`config.mk`:
```
export PLATFORM = sky130hd
export DESIGN_NAME = i2c_target
export DESIGN_NICKNAME = d
export VERILOG_FILES = /design/src/rtl/i2c_target.sv
export SDC_FILE = /design/constraint.sdc
export NUM_CORES = 1
export LEC_CHECK = 0
export CAP_MARGIN = 10
export CORE_MARGIN = 2
export CORE_UTILIZATION = 60
export DETAILED_ROUTE_END_ITERATION = 8
export HOLD_SLACK_MARGIN = 0.05
export PLACE_DENSITY_LB_ADDON = 0.08
export SYNTH_ARGS = -nofsm -noshare
export SYNTH_HDL_FRONTEND = slang
export SYNTH_SLANG_ARGS = --single-unit
```
`constraint.sdc`:
```
create_clock -name clk -period 6.25 [get_ports clk]
set_clock_uncertainty 0.2 [all_clocks]
set_input_delay 1.25 -clock clk [delete_from_list [all_inputs] [get_ports clk]]
set_output_delay 1.25 -clock clk [all_outputs]
set_load 0.02 [all_outputs]
```
`src/rtl/i2c_target.sv`:
```
// I2C target bridging SCL/SDA pads to an 8-bit register bank.
// Runs fully in the clk domain, with an auto-incrementing register pointer.
module i2c_target #(
  parameter logic [6:0] DEVICE_ADDR = 7'h3C
) (
  input  logic       clk,
  input  logic       rst_n,
  input  logic       scl_i,
  input  logic       sda_i,
  output logic       sda_oe,
  output logic [7:0] reg_addr,
  output logic [7:0] reg_wdata,
  output logic       reg_wr_en,
  output logic       reg_rd_en,
  input  logic [7:0] reg_rdata,
  output logic       busy
);

  localparam logic [3:0] S_IDLE     = 4'd0;
  localparam logic [3:0] S_DEV_ADDR = 4'd1;
  localparam logic [3:0] S_ACK_DEV  = 4'd2;
  localparam logic [3:0] S_REG_ADDR = 4'd3;
  localparam logic [3:0] S_ACK_REG  = 4'd4;
  localparam logic [3:0] S_WR_DATA  = 4'd5;
  localparam logic [3:0] S_ACK_WR   = 4'd6;
  localparam logic [3:0] S_RD_DATA  = 4'd7;
  localparam logic [3:0] S_RD_ACK   = 4'd8;

  logic       scl_s1_q, scl_s2_q, scl_s3_q;
  logic       sda_s1_q, sda_s2_q, sda_s3_q;
  logic [3:0] state_q, state_d;
  logic [3:0] bit_cnt_q, bit_cnt_d;
  logic [7:0] rx_q, rx_d;
  logic [7:0] tx_q, tx_d;
  logic [7:0] ptr_q, ptr_d;
  logic [7:0] wdata_q, wdata_d;
  logic       ack_q, ack_d;
  logic       rw_q, rw_d;
  logic       sda_oe_q, sda_oe_d;
  logic       busy_q, busy_d;
  logic       wr_en_q, wr_en_d;
  logic       rd_en_q, rd_en_d;
  logic       fetch_p1_q, fetch_p2_q;

  logic       scl_rise, scl_fall, start_det, stop_det;
  logic [7:0] rx_byte;

  // s3 holds the previous synchronized level for edge detection
  assign scl_rise  = scl_s2_q & ~scl_s3_q;
  assign scl_fall  = ~scl_s2_q & scl_s3_q;
  assign start_det = scl_s2_q & scl_s3_q & ~sda_s2_q & sda_s3_q;
  assign stop_det  = scl_s2_q & scl_s3_q & sda_s2_q & ~sda_s3_q;
  assign rx_byte   = {rx_q[6:0], sda_s2_q};

  assign sda_oe    = sda_oe_q;
  assign reg_addr  = ptr_q;
  assign reg_wdata = wdata_q;
  assign reg_wr_en = wr_en_q;
  assign reg_rd_en = rd_en_q;
  assign busy      = busy_q;

  always_comb begin
    state_d   = state_q;
    bit_cnt_d = bit_cnt_q;
    rx_d      = rx_q;
    tx_d      = tx_q;
    ptr_d     = ptr_q;
    wdata_d   = wdata_q;
    ack_d     = ack_q;
    rw_d      = rw_q;
    sda_oe_d  = sda_oe_q;
    busy_d    = busy_q;
    wr_en_d   = 1'b0;
    rd_en_d   = 1'b0;

    // Fetched byte lands two clk after the read strobe; pointer moves one clk later
    if (fetch_p1_q) tx_d = reg_rdata;
    if (wr_en_q || fetch_p2_q) ptr_d = ptr_q + 8'd1;

    if (start_det) begin
      state_d   = S_DEV_ADDR;
      bit_cnt_d = 4'd0;
      sda_oe_d  = 1'b0;
      ack_d     = 1'b0;
    end else if (stop_det) begin
      state_d  = S_IDLE;
      sda_oe_d = 1'b0;
      busy_d   = 1'b0;
      ack_d    = 1'b0;
    end else begin
      case (state_q)
        S_DEV_ADDR, S_REG_ADDR, S_WR_DATA: begin
          if (scl_rise) begin
            rx_d = rx_byte;
            if (bit_cnt_q == 4'd7) begin
              bit_cnt_d = 4'd0;
              if (state_q == S_DEV_ADDR) begin
                if (rx_byte[7:1] == DEVICE_ADDR) begin
                  state_d = S_ACK_DEV;
                  busy_d  = 1'b1;
                  rw_d    = rx_byte[0];
                end else begin
                  state_d = S_IDLE;
                  busy_d  = 1'b0;
                end
              end else if (state_q == S_REG_ADDR) begin
                ptr_d   = rx_byte;
                state_d = S_ACK_REG;
              end else begin
                wr_en_d = 1'b1;
                wdata_d = rx_byte;
                state_d = S_ACK_WR;
              end
            end else begin
              bit_cnt_d = bit_cnt_q + 4'd1;
            end
          end
        end

        S_ACK_DEV, S_ACK_REG, S_ACK_WR: begin
          if (scl_rise && ack_q && state_q == S_ACK_DEV && rw_q) rd_en_d = 1'b1;
          if (scl_fall) begin
            if (!ack_q) begin
              sda_oe_d = 1'b1;
              ack_d    = 1'b1;
            end else begin
              ack_d     = 1'b0;
              bit_cnt_d = 4'd0;
              if (state_q == S_ACK_DEV && rw_q) begin
                state_d  = S_RD_DATA;
                sda_oe_d = ~tx_q[7];
              end else begin
                state_d  = (state_q == S_ACK_DEV) ? S_REG_ADDR : S_WR_DATA;
                sda_oe_d = 1'b0;
              end
            end
          end
        end

        // tx_q[7] is always the bit currently on the bus
        S_RD_DATA: begin
          if (scl_rise) bit_cnt_d = bit_cnt_q + 4'd1;
          if (scl_fall) begin
            if (bit_cnt_q == 4'd8) begin
              sda_oe_d  = 1'b0;
              bit_cnt_d = 4'd0;
              state_d   = S_RD_ACK;
            end else begin
              tx_d     = {tx_q[6:0], 1'b0};
              sda_oe_d = ~tx_q[6];
            end
          end
        end

        S_RD_ACK: begin
          if (scl_rise) begin
            if (!sda_s2_q) begin
              rd_en_d = 1'b1;
              ack_d   = 1'b1;
            end else begin
              state_d = S_IDLE;
              busy_d  = 1'b0;
            end
          end
          if (scl_fall && ack_q) begin
            ack_d     = 1'b0;
            bit_cnt_d = 4'd0;
            state_d   = S_RD_DATA;
            sda_oe_d  = ~tx_q[7];
          end
        end

        default: ;
      endcase
    end
  end

  always_ff @(posedge clk or negedge rst_n) begin
    if (!rst_n) begin
      scl_s1_q   <= 1'b1;
      scl_s2_q   <= 1'b1;
      scl_s3_q   <= 1'b1;
      sda_s1_q   <= 1'b1;
      sda_s2_q   <= 1'b1;
      sda_s3_q   <= 1'b1;
      state_q    <= S_IDLE;
      bit_cnt_q  <= 4'd0;
      rx_q       <= 8'h00;
      tx_q       <= 8'h00;
      ptr_q      <= 8'h00;
      wdata_q    <= 8'h00;
      ack_q      <= 1'b0;
      rw_q       <= 1'b0;
      sda_oe_q   <= 1'b0;
      busy_q     <= 1'b0;
      wr_en_q    <= 1'b0;
      rd_en_q    <= 1'b0;
      fetch_p1_q <= 1'b0;
      fetch_p2_q <= 1'b0;
    end else begin
      scl_s1_q   <= scl_i;
      scl_s2_q   <= scl_s1_q;
      scl_s3_q   <= scl_s2_q;
      sda_s1_q   <= sda_i;
      sda_s2_q   <= sda_s1_q;
      sda_s3_q   <= sda_s2_q;
      state_q    <= state_d;
      bit_cnt_q  <= bit_cnt_d;
      rx_q       <= rx_d;
      tx_q       <= tx_d;
      ptr_q      <= ptr_d;
      wdata_q    <= wdata_d;
      ack_q      <= ack_d;
      rw_q       <= rw_d;
      sda_oe_q   <= sda_oe_d;
      busy_q     <= busy_d;
      wr_en_q    <= wr_en_d;
      rd_en_q    <= rd_en_d;
      fetch_p1_q <= rd_en_q;
      fetch_p2_q <= fetch_p1_q;
    end
  end

endmodule
```
Word level (Yosys, flattened, before mapping)
Cells that the tools add are included.
W data, S select, Z words.
- add/sub/neg operators: 2
- multipliers: 0
- div/mod/pow operators: 0
- order comparisons: 0
- eq/ne operators: 31
- shift-type cells: 0
- mux-type cells: 80
- bitwise gates (word level): 17
- reductions and logical operators: 21
- operator list (operator ; number):
    $mux W8 ; 14
    $mux W4 ; 22
    $mux W1 ; 34
    $pmux W4 S4 ; 2
    $ne A4 B4 Y1 const B ; 7
    $ne A3 B3 Y1 const B ; 9
    $reduce_and A7 Y1 ; 3
    $eq A4 B3 Y1 const B ; 5
    $ne A5 B5 Y1 const B ; 3
    $reduce_and A4 Y1 ; 3
    $not A1 Y1 ; 10
    $reduce_bool A5 Y1 ; 2
    $reduce_and A9 Y1 ; 1
    $add A8 B1 Y8 const B ; 1
    $eq A4 B2 Y1 const B ; 2
    $eq A4 B4 Y1 const B ; 2
    $and A1 B1 Y1 ; 7
    $eq A7 B6 Y1 const B ; 1
    $mux W3 ; 2
    $pmux W1 S2 ; 3
    $reduce_and A6 Y1 ; 1
    $reduce_bool A6 Y1 ; 1
    $reduce_or A3 Y1 ; 2
    $logic_and A1 B1 Y1 ; 5
    8 further kinds ; 9
- register bits after elaboration: 53
- bits in latches: 0
- RAM bits: 0
- bits in read-only memories: 0
- output and inout bits: 20
- word-level logic and storage cells: 171
- memories: 0

Longest topological paths before layout
- depth in word-level cells: 9
- mapped depth: 9
- gate-level depth less buffers: 7

Worst setup path after synthesis
No wires, ideal clock.
- path type: reg-to-reg
- start point: register state_q[0]
- end point: register state_q[1]
- library setup time: 0.128 ns
- arrival: 2.030 ns
- slack: 3.892 ns
- stages on the path, launching flop included: 7
- buffers on the path: 1
- clock period less this slack: 2.358 ns
- cell sequence: dfrtp_1 or4b_1 buf_2 or3_1 o211a_1 o21ai_4 mux2_1
- word-level cells in the longest chain between the ends: 8
- RTL lines (what ; RTL line ; text):
    from (decl) ; 31 ; logic [3:0] state_q, state_d;
    from (signal assigned) ; 207 ; state_q <= state_d;
    $eq A4 B2 Y1, on equally long branches ; n/a ;
    $mux W3 (tied with other cells) ; 133 ; state_d = (state_q == S_ACK_DEV) ? S_REG_ADDR : S_WR_DATA;
    $mux W3 / $mux W4 (equally long branches) ; 129, 97 ;
    $mux W4, on equally long branches ; 123, 95 ;
    $mux W4, on equally long branches ; 122, 93 ;
    $pmux W4 S4 ; 91 ; case (state_q)
    $mux W4 ; 85 ; end else if (stop_det) begin
    $mux W4 ; 80 ; if (start_det) begin
Parallel ways exist; a longest one is shown, timed or not. The select of a mux whose other input is x is not followed.
A chain may end at the register's enable or synchronous reset.

Worst setup path after layout
- start point: register state_q[3]
- end point: register state_q[0]
- word-level cells in the longest chain between the ends: 8
- RTL lines (what ; RTL line ; text):
    $eq A4 B2 Y1 ; 91, 129 ;
    $logic_and A1 B1 Y1 ; 129 ; if (state_q == S_ACK_DEV && rw_q) begin
    $mux W3 ; 129 ;
    $mux W4 ; 123 ; if (!ack_q) begin
    $mux W4 ; 122 ; if (scl_fall) begin
    $pmux W4 S4 ; 91 ;
    $mux W4 ; 85 ;
    $mux W4 ; 80 ;
Parallel ways exist; a longest one is shown, timed or not. The select of a mux whose other input is x is not followed.

==> out/metrics.yaml <==
synth_area_leaders: "dfrtp_1 42%, mux2_2 6.4%, dfstp_2 5.6%"
syn_avg_cell_area_um2: 10.1
route.vias.total: 2241
synth_top_area_share_pct: 41.9
critical_path_class: "reg2reg"
syn-num-nets: 293
rsz0062_at_grt: "no"
r2r_start: "state_q[3]"
dp.final_hpwl_um: 4090
seq_area_frac_synth_pct: 47.5
grt_max_degree: 54
maxSlewHeadroom_pct: 41.5
cp.required_ns: 6.25
ys_types: 54
post-route-period-util_pct: 46.0
cts_buffers: 5
grt_remaining_overflow: 0
leakage_nw: 1.37
synth-seq-cells: 53
cts_resized: 0
grt_pass1_vias: 2107
ant_nets: 0
fin_crit_ns: 2.87
rows: 24
die_w_um: 72.4
wirelength_um: 5920
dieArea_um2: 5250
start_kind: "flop"
initial_core_util_pct: 63.2
synth_largest_area_cell: "dfrtp_1"
synth_top_flop_cell: "dfrtp_1"
nets: 317
h-tree-depth: 2
core_area_um2: 4440
critical_path.endpoint_type: "flop"
synth-edff-count: 0
nFillCells: 343
crit_fanout: 25
placed_cells: 347
post_cts_buffers: 0
drt-wirelength-per-cell_um: 16.7
worstMarginPinSlew_ns: 0.865
crit_path_end: "state_q[0]"
syn-cell-area_um2: 2810
timing.rr.end: "state_q[0]"
grt_antenna_before_repair: 0
drive_gt1_share_pct: 13.5
grt_pass1_wl_um: 9980
drt-initial-drc-count: 213
routabilityCongestion: 0.985
track_usage_pct: 24.3
reg2regPathDepth: 5
hold_buffers: 0
n_antenna_cell: 0
cts_root_buffer: "clkbuf_8"
crit_arrival_ns: 2.87
fin_cells: 355
status: "finished clean"
synthArstFlopShare_pct: 100
peakVddDrop_v: 0.000275
chipHeight_um: 72.4
ios: 32
drc: 0
drv_slew: 0
max-clock-path-buffers: 2
critPathLaunch: "state_q[3]"
drv_cap: 0
netlist_instances: 278
hold_viol_final: 0
vias_per_cell: 6.31
setup_violations: 0
drtPass1Iterations: 5
pwr_density_cell_nw_per_um2: 350
numPortBuffers: 31
area_growth_pct: 15.3
hp-class: "reg2reg"
clkSinkCount: 53
yosys_warnings: 0
path_clk_slew_ns: 0.09
fmax_mhz: 348
cts_tree: "yes"
clk_latency_ns: 0.32
fin_setup_tns_ns: 0
ff2ff_setup_slack_ns: 3.38
## logic make-up (layout without fill, tap and decap cells)
group / Yosys count / after routing / share of synthesized area, %
buffers and inverters: 21 / 46 / 2.94
XOR/XNOR: 9 / 9 / 2.80
adder cells (fa/ha/maj): 3 / 3 / 1.34
multiplexers: 27 / 27 / 10.4
flip-flops: 53 / 53 / 47.5
AO/OA/AOI/OAI: 70 / 70 / 16.8
AND/OR/NAND/NOR: 95 / 95 / 18.3
## Yosys cell counts, types with 3 or more instances
| master | n |
|---|---|
| dfrtp_1 | 47 |
| nor2_1 | 30 |
| a21oi_1 | 21 |
| mux2_2 | 16 |
| nand2_1 | 16 |
| o21ai_0 | 13 |
| clkbuf_1 | 10 |
| mux2i_1 | 9 |
| dfstp_2 | 6 |
| inv_1 | 6 |
| o22ai_1 | 6 |
| nand2b_1 | 5 |
| nand3_1 | 5 |
| xor2_1 | 5 |
| a32oi_1 | 4 |
| and2_1 | 4 |
| and3_1 | 4 |
| and3b_1 | 4 |
| nand4_1 | 4 |
| nor2b_1 | 4 |
| xnor2_1 | 4 |
| a31oi_1 | 3 |
| buf_2 | 3 |
| ha_1 | 3 |
| nor3_1 | 3 |
| or2_2 | 3 |
| or3_1 | 3 |
## layer usage
metal / wire (um) / part of all wire (%) / track usage (%)
met1: 2790 / 47 / 35.7
met5: 0 / 0 / 0
met2: 2670 / 45 / 36.7
met4: 83 / 1.4 / 7.20
met3: 377 / 6.4 / 5.28
## worst max-delay path, stage by stage, from the launching register on
cell and delay (ns):
dfrtp_1 0.79, or4b_1 0.66, or3_1 0.40, o211a_1 0.18
o21ai_4 0.19, mux2_1 0.34
## area by class of cell
class                           count  area [um^2]  share of cell area (%)
Multi-Input combinational cell    204         1390                    43.0
Sequential cell                    53         1330                    41.2
Timing Repair Buffer               32          313                    9.65
Clock buffer                        5         68.8                    2.12
Tap cell                           52         65.1                    2.01
Clock inverter                      3         43.8                    1.35
Inverter                            6         22.5                   0.695
## placed cells by master, fill, tap and decap left out, types with 2 or more instances in the layout
cell type	n
dfrtp_1	47
a32oi_1	4
mux2_2	16
a41oi_1	2
a31oi_1	3
xnor2_1	4
or2_2	3
and2_1	4
nor2_1	30
nor3_1	3
nor2b_1	4
o21ai_0	13
nor4b_1	2
o21bai_1	2
nand2b_1	5
nand3_1	5
and3_1	4
or3_1	3
and4b_1	2
dfstp_2	6
xor2_1	5
nand2_1	16
a21oi_1	21
nand4_1	4
o211ai_1	2
mux2_1	2
clkdlybuf4s50_1	30
o2bb2ai_1	2
and3b_1	4
clkbuf_8	5
mux2i_1	9
o32ai_1	2
ha_1	3
inv_1	6
o211a_1	2
o22ai_1	6
## metrics by stage
stage | power [mW] | hold slack [ns] | area [um^2] | setup WS, ns | util, %
finish | 1.14 | 0.161 | 3240 | 3.38 | 72.9
floorplan | 0.784 | 0.145 | 2810 | 3.89 | -
detailed placement | 0.886 | 0.149 | 3130 | 3.45 | 70.4
global placement | 0.876 | 0.147 | 3130 | 3.52 | 70.4
CTS | 1.13 | 0.164 | 3240 | 3.39 | 72.9
global route | 1.20 | 0.165 | 3240 | 3.29 | 72.9
## state kept, by name, indices dropped and copies added (netlist names)
signal	count
ack_q	1
bit_cnt_q	4
busy	1
fetch_p1_q	1
fetch_p2_q	1
reg_addr	8
reg_rd_en	1
reg_wdata	8
reg_wr_en	1
rw_q	1
rx_q	7
scl_s1_q	1
scl_s2_q	1
scl_s3_q	1
sda_oe	1
sda_s1_q	1
sda_s2_q	1
sda_s3_q	1
state_q	4
tx_q	8
## how the worst min path moves through the flow
stage	startpoint	endpoint	slack (ns)	depth (start not counted)
after floorplan	scl_s1_q	scl_s2_q	0.15	0
after global placement	sda_s1_q	sda_s2_q	0.15	0
after detailed placement	scl_s1_q	scl_s2_q	0.15	0
after CTS	scl_s1_q	scl_s2_q	0.16	0
after global routing	scl_s1_q	scl_s2_q	0.17	0
final	scl_s1_q	scl_s2_q	0.16	0
## power breakdown
group	internal, mW	leakage [nW]	switching [mW]
Clock	0.120	0.0585	0.120
Sequential	0.406	0.669	0.0988
Combinational	0.182	0.641	0.208
Total	0.709	1.37	0.427
No activity file was read; power rests on OpenSTA's default activity.
